<file path="config.mk">
export PLATFORM = sky130hd
export DESIGN_NAME = jtag_uart_ctrl
export DESIGN_NICKNAME = d
export VERILOG_FILES = /design/src/rtl/jtag_uart_ctrl.sv
export SDC_FILE = /design/constraint.sdc
export NUM_CORES = 1
export LEC_CHECK = 0
export ABC_AREA = 0
export BUFFER_PORTS_ARGS = -buffer_cell sky130_fd_sc_hd__buf_2
export CAP_MARGIN = 0
export CORE_MARGIN = 3
export CORE_UTILIZATION = 50
export DETAILED_ROUTE_END_ITERATION = 8
export PLACE_DENSITY = 0.8
export SYNTH_ARGS = -nofsm -noshare
export SYNTH_HDL_FRONTEND = slang
export SYNTH_SLANG_ARGS = --single-unit
</file>
<file path="constraint.sdc">
create_clock -name clk_clk -period 3.2 [get_ports clk_clk]
set_clock_uncertainty 0.2 [all_clocks]
set_input_delay 0.16 -clock clk_clk [delete_from_list [all_inputs] [get_ports clk_clk]]
set_output_delay 0.16 -clock clk_clk [all_outputs]
set_load 0.05 [all_outputs]
</file>
<file path="src/rtl/jtag_uart_ctrl.sv">
// jtag_uart_ctrl: byte-stream bridge to an Avalon JTAG UART slave with a TX byte FIFO and polled RX.
// Define JTAG_UART_CTRL_RX_EN to build the RX polling path; without it only TX is serviced.
module jtag_uart_ctrl #(
    parameter int FIFO_DEPTH  = 4,
    parameter int POLL_CYCLES = 16
) (
    input  logic        clk_clk,
    input  logic        reset_reset,
    input  logic        tx_valid,
    input  logic [7:0]  tx_data,
    output logic        tx_ready,
    output logic        rx_valid,
    output logic [7:0]  rx_data,
    input  logic        rx_ready,
    output logic        avm_chipselect,
    output logic        avm_address,
    output logic        avm_read_n,
    output logic        avm_write_n,
    output logic [31:0] avm_writedata,
    input  logic [31:0] avm_readdata,
    input  logic        avm_waitrequest,
    input  logic        uart_irq
);
    localparam int AW = $clog2(FIFO_DEPTH);
    localparam logic [15:0] POLL_RELOAD = 16'(POLL_CYCLES - 1);
    typedef enum logic [2:0] {IDLE, RD_CTRL, WR_DATA, RD_DATA, RX_HOLD} state_t;
    state_t state, state_n;
    logic [7:0] mem [FIFO_DEPTH];
    logic [AW-1:0] wr_ptr, rd_ptr;
    logic [AW:0] count;
    logic [15:0] wspace, poll;
    logic rr_tx;
    logic done, empty, push, pop, tx_elig, rx_elig, grant_tx;
    logic unused_in;
`ifdef JTAG_UART_CTRL_RX_EN
    logic ravail_nz;
`endif
    assign unused_in = ^{uart_irq, rx_ready, avm_readdata[15:0]};
    assign done     = !avm_waitrequest;
    assign empty    = count == '0;
    assign tx_ready = count != FIFO_DEPTH[AW:0];
    assign push     = tx_valid && tx_ready;
    assign pop      = state == WR_DATA && done && !empty;
    // with no write space known, control reads are rate-limited by the poll timer
    assign tx_elig  = !empty && (wspace != '0 || poll == '0);
`ifdef JTAG_UART_CTRL_RX_EN
    assign rx_elig  = poll == '0 || uart_irq;
`else
    assign rx_elig  = 1'b0;
`endif
    assign grant_tx = tx_elig && (!rx_elig || !rr_tx);

    always_ff @(posedge clk_clk) begin
        if (reset_reset)
            state <= IDLE;
        else
            state <= state_n;
    end

    always_comb begin
        state_n = state;
        case (state)
            IDLE:             state_n = grant_tx ? (wspace == '0 ? RD_CTRL : WR_DATA) : rx_elig ? RD_DATA : IDLE;
            RD_CTRL, WR_DATA: state_n = done ? IDLE : state;
            RD_DATA:          state_n = !done ? RD_DATA : avm_readdata[15] ? RX_HOLD : IDLE;
            RX_HOLD:          state_n = rx_ready ? IDLE : RX_HOLD;
            default:          state_n = IDLE;
        endcase
    end

    always_comb begin
        avm_chipselect = state == RD_CTRL || state == WR_DATA || state == RD_DATA;
        avm_address    = state == RD_CTRL;
        avm_read_n     = !(state == RD_CTRL || state == RD_DATA);
        avm_write_n    = state != WR_DATA;
        avm_writedata  = state == WR_DATA ? {24'h0, mem[rd_ptr]} : 32'h0;
    end

    always_ff @(posedge clk_clk) begin
        if (push)
            mem[wr_ptr] <= tx_data;
    end

    always_ff @(posedge clk_clk) begin
        if (reset_reset) begin
            wr_ptr   <= '0;
            rd_ptr   <= '0;
            count    <= '0;
            wspace   <= '0;
            poll     <= '0;
            rr_tx    <= 1'b0;
            rx_valid <= 1'b0;
            rx_data  <= '0;
`ifdef JTAG_UART_CTRL_RX_EN
            ravail_nz <= 1'b0;
`endif
        end else begin
            if (push)
                wr_ptr <= wr_ptr + 1'b1;
            if (pop)
                rd_ptr <= rd_ptr + 1'b1;
            count <= count + {{AW{1'b0}}, push} - {{AW{1'b0}}, pop};
            if (state == IDLE && state_n != IDLE)
                rr_tx <= grant_tx;
            if (state == RD_CTRL && done)
                wspace <= avm_readdata[31:16];
            else if (pop && wspace != '0)
                wspace <= wspace - 1'b1;
            if (state == RD_CTRL && done && avm_readdata[31:16] == '0)
                poll <= POLL_RELOAD;
            else if (state != RD_DATA && state != RX_HOLD && poll != '0)
                poll <= poll - 1'b1;
`ifdef JTAG_UART_CTRL_RX_EN
            if (state == RD_DATA && done) begin
                if (avm_readdata[15]) begin
                    rx_valid  <= 1'b1;
                    rx_data   <= avm_readdata[7:0];
                    ravail_nz <= avm_readdata[31:16] != '0;
                end else
                    poll <= POLL_RELOAD;
            end
            // more bytes waiting in the slave means poll again immediately
            if (state == RX_HOLD && rx_ready) begin
                rx_valid <= 1'b0;
                poll     <= ravail_nz ? 16'h0 : POLL_RELOAD;
            end
`endif
        end
    end
endmodule

</file>
==> summary.txt, run 1 <==
Yosys
  • Post-synthesis instance area: about 3900 µm²
  • Most used DFF post-synth: dfxtp_1
  • Seq cells post-synth: 76
  • Post-synth ARST share: 0%
  • Mean instance size in the synthesized netlist: 10.2 µm²
  • Synthesized instance count: 378
  • Distinct cell type count of the synthesized netlist: 60
  • Number of flops mapped to enable cells by yosys: 32
  • Yosys Warn Count: 0
  • Sequential share of the synthesized area: 47.5%

Final layout
  • Fin cells: 550
  • Most frequent cells in the layout: dfxtp_1 (44), buf_2 (42), nor2_1 (33), conb_1 (33), edfxtp_1 (32)
  • Most common cell after layout, fill and taps aside: dfxtp_1
  • Antenna diode count: 0
  • Final net count: 501
  • Area overhead of the layout relative to synthesis: 16.5%
  • Share of the core filled with cells in the final layout: 61.2%
  • Area of the multi-input gates: around 1800 µm²
  • Fill cell instance count of the final layout: 591
  • Register cell area after layout: 1840 µm²
  • Ratio of cells with drive above 1 in the final layout: between 10% and 20%

Die
  • DIE AREA: 8840 µm²
  • Die Y: between 90 and 100 µm
  • Width of the chip: ~94 µm
  • Initial core utilization: 52.6%
  • Number of rows in the core area: 31
  • I/O pins: 92
  • Core Area: between 7000 and 8000 µm²

Placed design
  • Total instance count after detailed placement: a little over 500
  • Worst slack at placement: 0.490 ns
  • I/O Buffers: 42
  • Weighted congestion reported at the end of routability-driven placement: 0.864
  • HPWL after detailed placement: 5.58 mm

Route
  • Average vias per placed instance: 5.60
  • Number of design-rule violations left by the first detailed-router iteration: 166
  • Number of nets with antenna violations after routing: 0
  • DRC Markers: 0
  • Count of TritonRoute iterations in the first routing pass: 4
  • Sum of routed wire length over all layers: 8.16 mm
  • Via total after detailed routing: just over 3,000
  • Routed wire length per instance: 14.8 µm

Timing
  • Time the worst path needs with I/O delays and setup: approximately 2.7 ns
  • Final setup viols: 0
  • Least setup slack across all paths after layout: ~0.45 ns
  • Worst hold slack across all endpoints: 0.0604 ns
  • Unrepaired setup endpoints after global routing: no
  • Slew @ Worst Pin: 0.740 ns
  • Count of endpoints failing hold in the final timing report: 0
  • Slew HR: 50.5%
  • Pins Over Slew Limit: 0
  • Final period util: a little under nine tenths
  • FMAX: 364 MHz
  • Setup TNS: 0 ns

Global route
  • Antenna violations before repair: 0
  • Vias in the first global route: 2,903
  • GRT Util Overall: about a fifth
  • First-pass GRT wire length: 13.5 mm
  • Grt total ovfl: 0
  • Largest net degree at the start of global routing: 38

Critical path
  • Type of destination of the critical path: flip-flop
  • Classification of the worst setup path: flip-flop to flip-flop
  • Register-to-register setup slack: 0.45 ns
  • Worst-path maximum fanout: 6
  • Critical Path AT: 2.76 ns
  • Critical path required time: ~3.2 ns
  • CP startpoint kind: flip-flop

Clocking
  • Clock edge transition at the registers on the reported setup and hold paths: 0.09 ns
  • TritonCTS clock tree: built
  • Maximum root-to-sink buffer count: 2
  • Hold-fix buffers, CTS: 27
  • Clock latency of the later-clocked register in the worst-skew pair: 0.36 ns
  • Postcts setup bufs: 0
  • Clk root buf: clkbuf_8
  • CTS Buf Count: 9
  • Number of H-tree levels: 3
  • Count of instances resized after the clock tree is built: 0
  • Clock sink total: 76

Run status
  • Status: finished, final reports clean

Flow run
  • Max Cap Viol: 0

Power and ir drop
  • Leakage power: 0.00181 µW
  • Power per standard cell area: 781 nW/µm²
  • Worst ir drop on vdd: 0.409 mV

Min path
  • Kind of path behind the tightest hold check: primary input to flip-flop
## report_power, final
| part | total, µW | switching (µW) | internal [µW] |
|---|---|---|---|
| Sequential | 1340 | 151 | 1190 |
| Combinational | 1480 | 923 | 558 |
| Clock | 705 | 405 | 301 |
## Yosys cell counts (3+ instances only)
| master | count | area share (%) |
|---|---|---|
| dfxtp_1 | 44 | 23 |
| buf_4 | 33 | 6.4 |
| nor2_1 | 33 | 3.2 |
| edfxtp_1 | 32 | 25 |
| a21oi_1 | 23 | 3.0 |
| nand2_1 | 21 | 2.0 |
| and3_1 | 12 | 1.9 |
| clkbuf_1 | 12 | 1.2 |
| nor3_1 | 11 | 1.4 |
| inv_1 | 10 | 0.97 |
| nor4_1 | 10 | 1.6 |
| or3_1 | 9 | 1.5 |
| xor2_1 | 9 | 2.0 |
| a31oi_1 | 8 | 1.3 |
| ha_1 | 8 | 2.6 |
| mux4_2 | 8 | 4.7 |
| o21ai_0 | 8 | 1.0 |
| nand3_1 | 7 | 0.90 |
| or4_1 | 5 | 0.97 |
| xnor2_1 | 5 | 1.1 |
| buf_2 | 4 | 0.52 |
| nand3b_1 | 4 | 0.78 |
| o211ai_1 | 4 | 0.78 |
| or2_2 | 4 | 0.65 |
| nand2b_1 | 3 | 0.48 |
| nand4_1 | 3 | 0.48 |
| nand4b_1 | 3 | 0.68 |
| nor3b_1 | 3 | 0.58 |
| o31ai_1 | 3 | 0.58 |
| or3b_2 | 3 | 0.68 |
## path summary, 6_finish.rpt
path,start,endpoint,cells after the start
hold reg to reg,poll[11],poll[11],2
hold / removal,tx_valid,wr_ptr[1],4
setup reg to reg,wspace[0],wspace[14],7
setup / recovery,wspace[0],wspace[14],7
## metal layers
metal	global-route usage (%)	up-vias	wire length [µm]
met5	0	-	0
met4	7.94	0	182
met3	4.41	18	482
met2	32.9	113	4100
met1	24.4	1481	3390
li1	-	1467	-
## cells by family after synthesis
family                     Yosys count  share of synthesized area, %
AOI/OAI and AO/OA                   64                          10.9
xor gates and xnor gates            14                          3.17
adders and majority gates            9                          3.10
buffers and inverters               61                          9.24
DFF                                 76                          47.5
muxes                                9                          4.94
other                                1                        0.0968
and+or+nand+nor                    144                          21.1
## critical path, stage by stage (launching register included)
cell and delay [ns]:
dfxtp_1 0.36, inv_1 0.07, ha_1 0.18, or3b_2 0.53, or4b_1 0.68, o31a_2 0.33, o21ai_0 0.17, a31oi_1 0.09
## area by class of cell
type,count,share of cell area [%]
sequential,76,40.8
multi-input combinational,273,39.8
timing repair buffer,75,11.6
clock buffer,9,2.74
tap,99,2.74
clock inverter,7,1.39
inverter,11,0.915
## metrics by stage
stage,area (µm²),power [µW]
finish,4510,3520
detailed placement,4060,2800
global route,4510,3760
floorplan,3990,2530
CTS,4510,3530
global placement,4060,2740
## flip-flops by register name (all words and copies together), names as in the netlist, named ones only
name	count
wspace	16
state	3
wr_ptr	2
count	3
poll	16
mem	32
rd_ptr	2
(Power assumes the default switching activity.)
==> inputs of run 2 (changes only) <==
--- a/config.mk
+++ b/config.mk
@@ -12,6 +12,7 @@
 export CORE_UTILIZATION = 50
 export DETAILED_ROUTE_END_ITERATION = 8
 export PLACE_DENSITY = 0.8
+export REMOVE_ABC_BUFFERS = 1
 export SYNTH_ARGS = -nofsm -noshare
 export SYNTH_HDL_FRONTEND = slang
 export SYNTH_SLANG_ARGS = --single-unit
==> summary.txt, run 2 (synthesized netlist as in run 1, its figures left out) <==
Global route
  • Vias in the first global route: 2,811
  • Grt total ovfl: 0
  • Antenna violations before repair: 0
  • GRT Util Overall: roughly a fifth
  • First-pass GRT wire length: 13.4 mm
  • Largest net degree at the start of global routing: 38

Clocking
  • Number of H-tree levels: 3
  • Clock latency of the later-clocked register in the worst-skew pair: around 0.34 ns
  • Maximum root-to-sink buffer count: 2
  • Hold-fix buffers, CTS: 27
  • Postcts setup bufs: 0
  • Clk root buf: clkbuf_8
  • CTS Buf Count: 9
  • Clock edge transition at the registers on the reported setup and hold paths: 0.08 ns
  • TritonCTS clock tree: built
  • Clock sink total: 76
  • Count of instances resized after the clock tree is built: 0

Critical path
  • Count of cells along the worst register-to-register path: 11
  • Type of destination of the critical path: flip-flop
  • CP startpoint kind: flip-flop
  • Endpoint of the worst-slack reg-to-reg timing path: count[2]
  • Worst-path maximum fanout: 7
  • Register-to-register setup slack: 0.38 ns
  • Classification of the worst setup path: flip-flop to flip-flop
  • Critical Path AT: 2.83 ns
  • Worst-path cell with the longest stage delay: or3_1
  • Buffer and inverter count on the worst path: 3
  • Top delay family on crit path: adder cells
  • Largest stage delay on the critical path: 0.39 ns
  • Critical path required time: 3.20 ns
  • Ordered cell list for the critical path: or3_1 -> nand4b_1 -> clkinv_1 -> ha_1 -> inv_1 -> ha_1 -> inv_1 -> fa_1 -> xor2_1 -> xnor2_1 -> nor2_1
  • Reg2Reg Launch Point: count[1]

Power and ir drop
  • Leakage power: 0.00183 µW
  • Switching power as a share of total power: 39.0%
  • Worst ir drop on vdd: 0.343 mV
  • Power per standard cell area: 815 nW/µm²
  • Portion of total power attributed to the clock network: 23.9%
  • Combinational group share of total power: 40.5%
  • Sw Pwr: 1450 µW
  • Internal Dissipation: between 2000 and 2500 µW
  • Relative contribution of sequential cells to total power: 35.6%

Run status
  • Status: finished, final reports clean

Route
  • Count of TritonRoute iterations in the first routing pass: 5
  • Number of nets with antenna violations after routing: 0
  • Sum of routed wire length over all layers: 8.19 mm
  • DRC Markers: 0
  • Number of design-rule violations left by the first detailed-router iteration: 206
  • Via total after detailed routing: approximately 3,000
  • Routed wire length per instance: 14.9 µm
  • Average vias per placed instance: 5.52

Die
  • DIE AREA: 8840 µm²
  • Initial core utilization: 52.6%
  • Number of rows in the core area: 31
  • I/O pins: 92
  • Die Y: about 94 µm
  • Core Area: 7370 µm²
  • Width of the chip: ~94 µm

Final layout
  • Area overhead of the layout relative to synthesis: 18.1%
  • Antenna diode count: 0
  • Register bank with the most flops: mem
  • Ratio of cells with drive above 1 in the final layout: 19.5%
  • Most common cell after layout, fill and taps aside: dfxtp_1
  • Share of the core filled with cells in the final layout: 62.1%
  • Most frequent cells in the layout: dfxtp_1 (44), buf_2 (42), nor2_1 (33), conb_1 (33), edfxtp_1 (32)
  • Fin cells: 550
  • Final net count: roughly 500
  • Largest registers in the final layout: mem x32, poll x16, wspace x16
  • Max reg flops: 32

Timing
  • Least setup slack across all paths after layout: 0.377 ns
  • Count of endpoints failing hold in the final timing report: 0
  • Final period util: 88.2%
  • Setup TNS: 0 ns
  • Final setup viols: 0
  • Slew HR: 46.4%
  • Pins Over Slew Limit: 0
  • Time the worst path needs with I/O delays and setup: 2.82 ns
  • FMAX: 354 MHz
  • Slew @ Worst Pin: 0.802 ns
  • Unrepaired setup endpoints after global routing: no

Min path
  • Hold-critical path endpoint: wspace[15]
  • Kind of path behind the tightest hold check: primary input to flip-flop
  • Hold_sp: avm_readdata[31]
  • Hold path depth: 4

Placed design
  • Worst slack at placement: 0.383 ns
  • Weighted congestion reported at the end of routability-driven placement: about 0.84
  • I/O Buffers: 42
  • Total instance count after detailed placement: 507
  • HPWL after detailed placement: 5.45 mm

Flow run
  • Max Cap Viol: 0
run 2: changes by cell type in the layout (fill, tap and decap cells not counted), sizes merged:
cell,change
clkinvlp,+1
inv,-4
bufinv,+3
run 2: how the worst max path moves through the flow:
stage | startpoint | cells after the start | to | slack (ns)
after global routing | count[1] | 11 | count[2] | 0.20
after CTS | count[1] | 11 | count[2] | 0.35
after floorplan | count[1] | 11 | count[2] | 0.45
after detailed placement | count[1] | 11 | count[2] | 0.38
final | count[1] | 11 | count[2] | 0.38
after global placement | count[1] | 11 | count[2] | 0.48
run 2: power groups by stage:
stage / clock network (µW) / logic (µW) / registers [µW]
after floorplan: 0 / 1150 / 1310
after global placement: 0 / 1420 / 1330
after detailed placement: 0 / 1460 / 1340
after CTS: 905 / 1500 / 1320
after global routing: 952 / 1660 / 1350
final: 890 / 1510 / 1330
run 2: per-layer routing:
layer | share of wire, % | vias to the layer above | GRT usage [%]
li1 | - | 1464 | -
met1 | 42 | 1448 | 25.7
met2 | 50 | 114 | 31.5
met3 | 6.5 | 9 | 4.33
met4 | 1.1 | 0 | 6.14
met5 | 0 | - | 0
run 2: cell type report:
class / instances / area, µm²
timing repair buffer: 75 / 526
inverter: 11 / 41.3
tap: 99 / 124
clock buffer: 9 / 124
multi-input combinational: 273 / 1790
fill: 586 / 2800
clock inverter: 7 / 123
sequential: 76 / 1840
run 2: worst reg2reg max path: stages, from the launching register on:
cell and delay [ns]:
dfxtp_1 0.36, or3_1 0.39, nand4b_1 0.13, clkinv_1 0.27, ha_1 0.37, inv_1 0.05, ha_1 0.12, inv_1 0.05
fa_1 0.37, xor2_1 0.18, xnor2_1 0.14, nor2_1 0.06
run 2: per-stage QoR:
stage	hold WS, ns	power [µW]	area (µm²)
floorplan	0.0267	2460	3680
global placement	0.176	2750	4060
detailed placement	0.179	2810	4060
CTS	0.0375	3730	4570
global route	0.0643	3970	4570
finish	0.0512	3730	4570
==> inputs of run 3 (changes only) <==
--- a/config.mk
+++ b/config.mk
@@ -8,6 +8,7 @@
 export ABC_AREA = 0
 export BUFFER_PORTS_ARGS = -buffer_cell sky130_fd_sc_hd__buf_2
 export CAP_MARGIN = 0
+export CORE_ASPECT_RATIO = 1.5
 export CORE_MARGIN = 3
 export CORE_UTILIZATION = 50
 export DETAILED_ROUTE_END_ITERATION = 8
==> summary.txt, run 3 (synthesized netlist as in run 1, its figures left out) <==
Critical path
  • Type of destination of the critical path: flip-flop
  • CP startpoint kind: flip-flop
  • Worst-path maximum fanout: 7
  • Classification of the worst setup path: flip-flop to flip-flop
  • Critical path required time: 3.21 ns
  • Critical Path AT: 2.87 ns

Global route
  • Grt total ovfl: 0
  • Antenna violations before repair: 0
  • First-pass GRT wire length: between 10 and 15 mm
  • Vias in the first global route: slightly below 3,000
  • Largest net degree at the start of global routing: 38
  • GRT Util Overall: 19.5%

Clocking
  • Hold-fix buffers, CTS: 26
  • Count of instances resized after the clock tree is built: 0
  • Postcts setup bufs: 0
  • Clk root buf: clkbuf_8
  • Clock edge transition at the registers on the reported setup and hold paths: roughly 0.07 ns
  • CTS Buf Count: 9
  • Number of H-tree levels: 3
  • Clock sink total: 76
  • TritonCTS clock tree: built
  • Clock latency of the later-clocked register in the worst-skew pair: 0.35 ns
  • Maximum root-to-sink buffer count: 2

Placed design
  • Total instance count after detailed placement: 508
  • Weighted congestion reported at the end of routability-driven placement: 0.900
  • HPWL after detailed placement: 5.48 mm
  • I/O Buffers: 42

Final layout
  • Register bank with the most flops: mem
  • Max reg flops: 32
  • Ratio of cells with drive above 1 in the final layout: about a fifth
  • Area overhead of the layout relative to synthesis: 17.3%
  • Fill cell instance count of the final layout: approximately 590
  • Antenna diode count: 0
  • Most common cell after layout, fill and taps aside: dfxtp_1
  • Most frequent cells in the layout: dfxtp_1 (44), buf_2 (42), nor2_1 (33), conb_1 (33), edfxtp_1 (32)
  • Largest registers in the final layout: mem x32, poll x16, wspace x16
  • Final net count: 500
  • Fin cells: 550

Timing
  • Slew HR: between 40% and 50%
  • Final period util: about nine tenths
  • Worst hold slack across all endpoints: 0.0326 ns
  • FMAX: 351 MHz
  • Count of endpoints failing hold in the final timing report: 0
  • Final setup viols: 0
  • Setup TNS: 0 ns
  • Pins Over Slew Limit: 0
  • Time the worst path needs with I/O delays and setup: 2.85 ns
  • Unrepaired setup endpoints after global routing: no
  • Slew @ Worst Pin: ~0.75 ns

Power and ir drop
  • Power per standard cell area: 800 nW/µm²
  • Leakage power: roughly 0.0018 µW
  • Worst ir drop on vdd: 0.382 mV
  • PnR Total Power: 3640 µW

Route
  • Routed wire length per instance: 14.6 µm
  • Number of nets with antenna violations after routing: 0
  • Sum of routed wire length over all layers: about 8 mm
  • Via total after detailed routing: about 3,000
  • Count of TritonRoute iterations in the first routing pass: 4
  • Average vias per placed instance: 5.49
  • Number of design-rule violations left by the first detailed-router iteration: 215
  • DRC Markers: 0

Die
  • I/O pins: 92
  • DIE AREA: approximately 8900 µm²
  • Core Area: 7370 µm²
  • Number of rows in the core area: 38
  • Die Y: about 110 µm
  • Width of the chip: 77.9 µm
  • Initial core utilization: 52.6%

Min path
  • Kind of path behind the tightest hold check: primary input to flip-flop

Run status
  • Status: finished, final reports clean

Flow run
  • Max Cap Viol: 0
[run 3: changes by cell type in the layout (fill, tap and decap cells not counted), sizes merged]
cell | previous run | this run
inv | 12 | 10
clkinvlp | 2 | 1
dlygate4sd3 | 27 | 26
clkbuf | 9 | 12
clkinv | 1 | 2
bufinv | 3 | 2
[run 3: through the flow]
step	area (µm²)	util, %	setup WS, ns
after global placement	4060	55.1	0.479
final	4550	61.7	0.347
after CTS	4550	61.7	0.342
after floorplan	3680	-	0.452
after global routing	4550	61.7	0.138
after detailed placement	4060	55.1	0.364
[run 3: worst paths after layout]
path / start / to / slack, ns / depth (start not counted)
max: count[1] / count[2] / 0.35 / 11
min reg2reg: poll[11] / poll[11] / 0.28 / 2
max reg2reg: count[1] / count[2] / 0.35 / 11
min: avm_readdata[31] / wspace[15] / 0.03 / 4
[run 3: final cells by class]
cell class | count | area (µm²) | share of cell area [%]
Clock buffer | 12 | 156 | 3.44
Inverter | 11 | 41.3 | 0.908
Sequential cell | 76 | 1840 | 40.5
Timing Repair Buffer | 74 | 515 | 11.3
Tap cell | 100 | 125 | 2.75
Clock inverter | 4 | 71.3 | 1.57
Multi-Input combinational cell | 273 | 1790 | 39.5
[run 3: critical path: stages (launching register included)]
cell      delay [ns]
dfxtp_1         0.36
or3_1           0.38
nand4b_1        0.13
clkinv_1        0.28
ha_1            0.38
inv_1           0.06
ha_1            0.13
inv_1           0.05
fa_1            0.37
xor2_1          0.20
xnor2_1         0.14
nor2_1          0.05
[run 3: where the power goes]
part	total, µW	internal [µW]	switching (µW)	leakage [µW]
Sequential	1310	1190	128	0.000651
Clock	818	484	334	0.000109
Combinational	1500	562	943	0.00105
[run 3: layer usage]
layer / part of all wire, % / vias to the layer above / global-route usage, %
li1: - / 1459 / -
met1: 41 / 1449 / 24.1
met2: 52 / 91 / 33.4
met3: 4.2 / 18 / 3.63
met4: 2.6 / 0 / 8.08
met5: 0 / - / 0
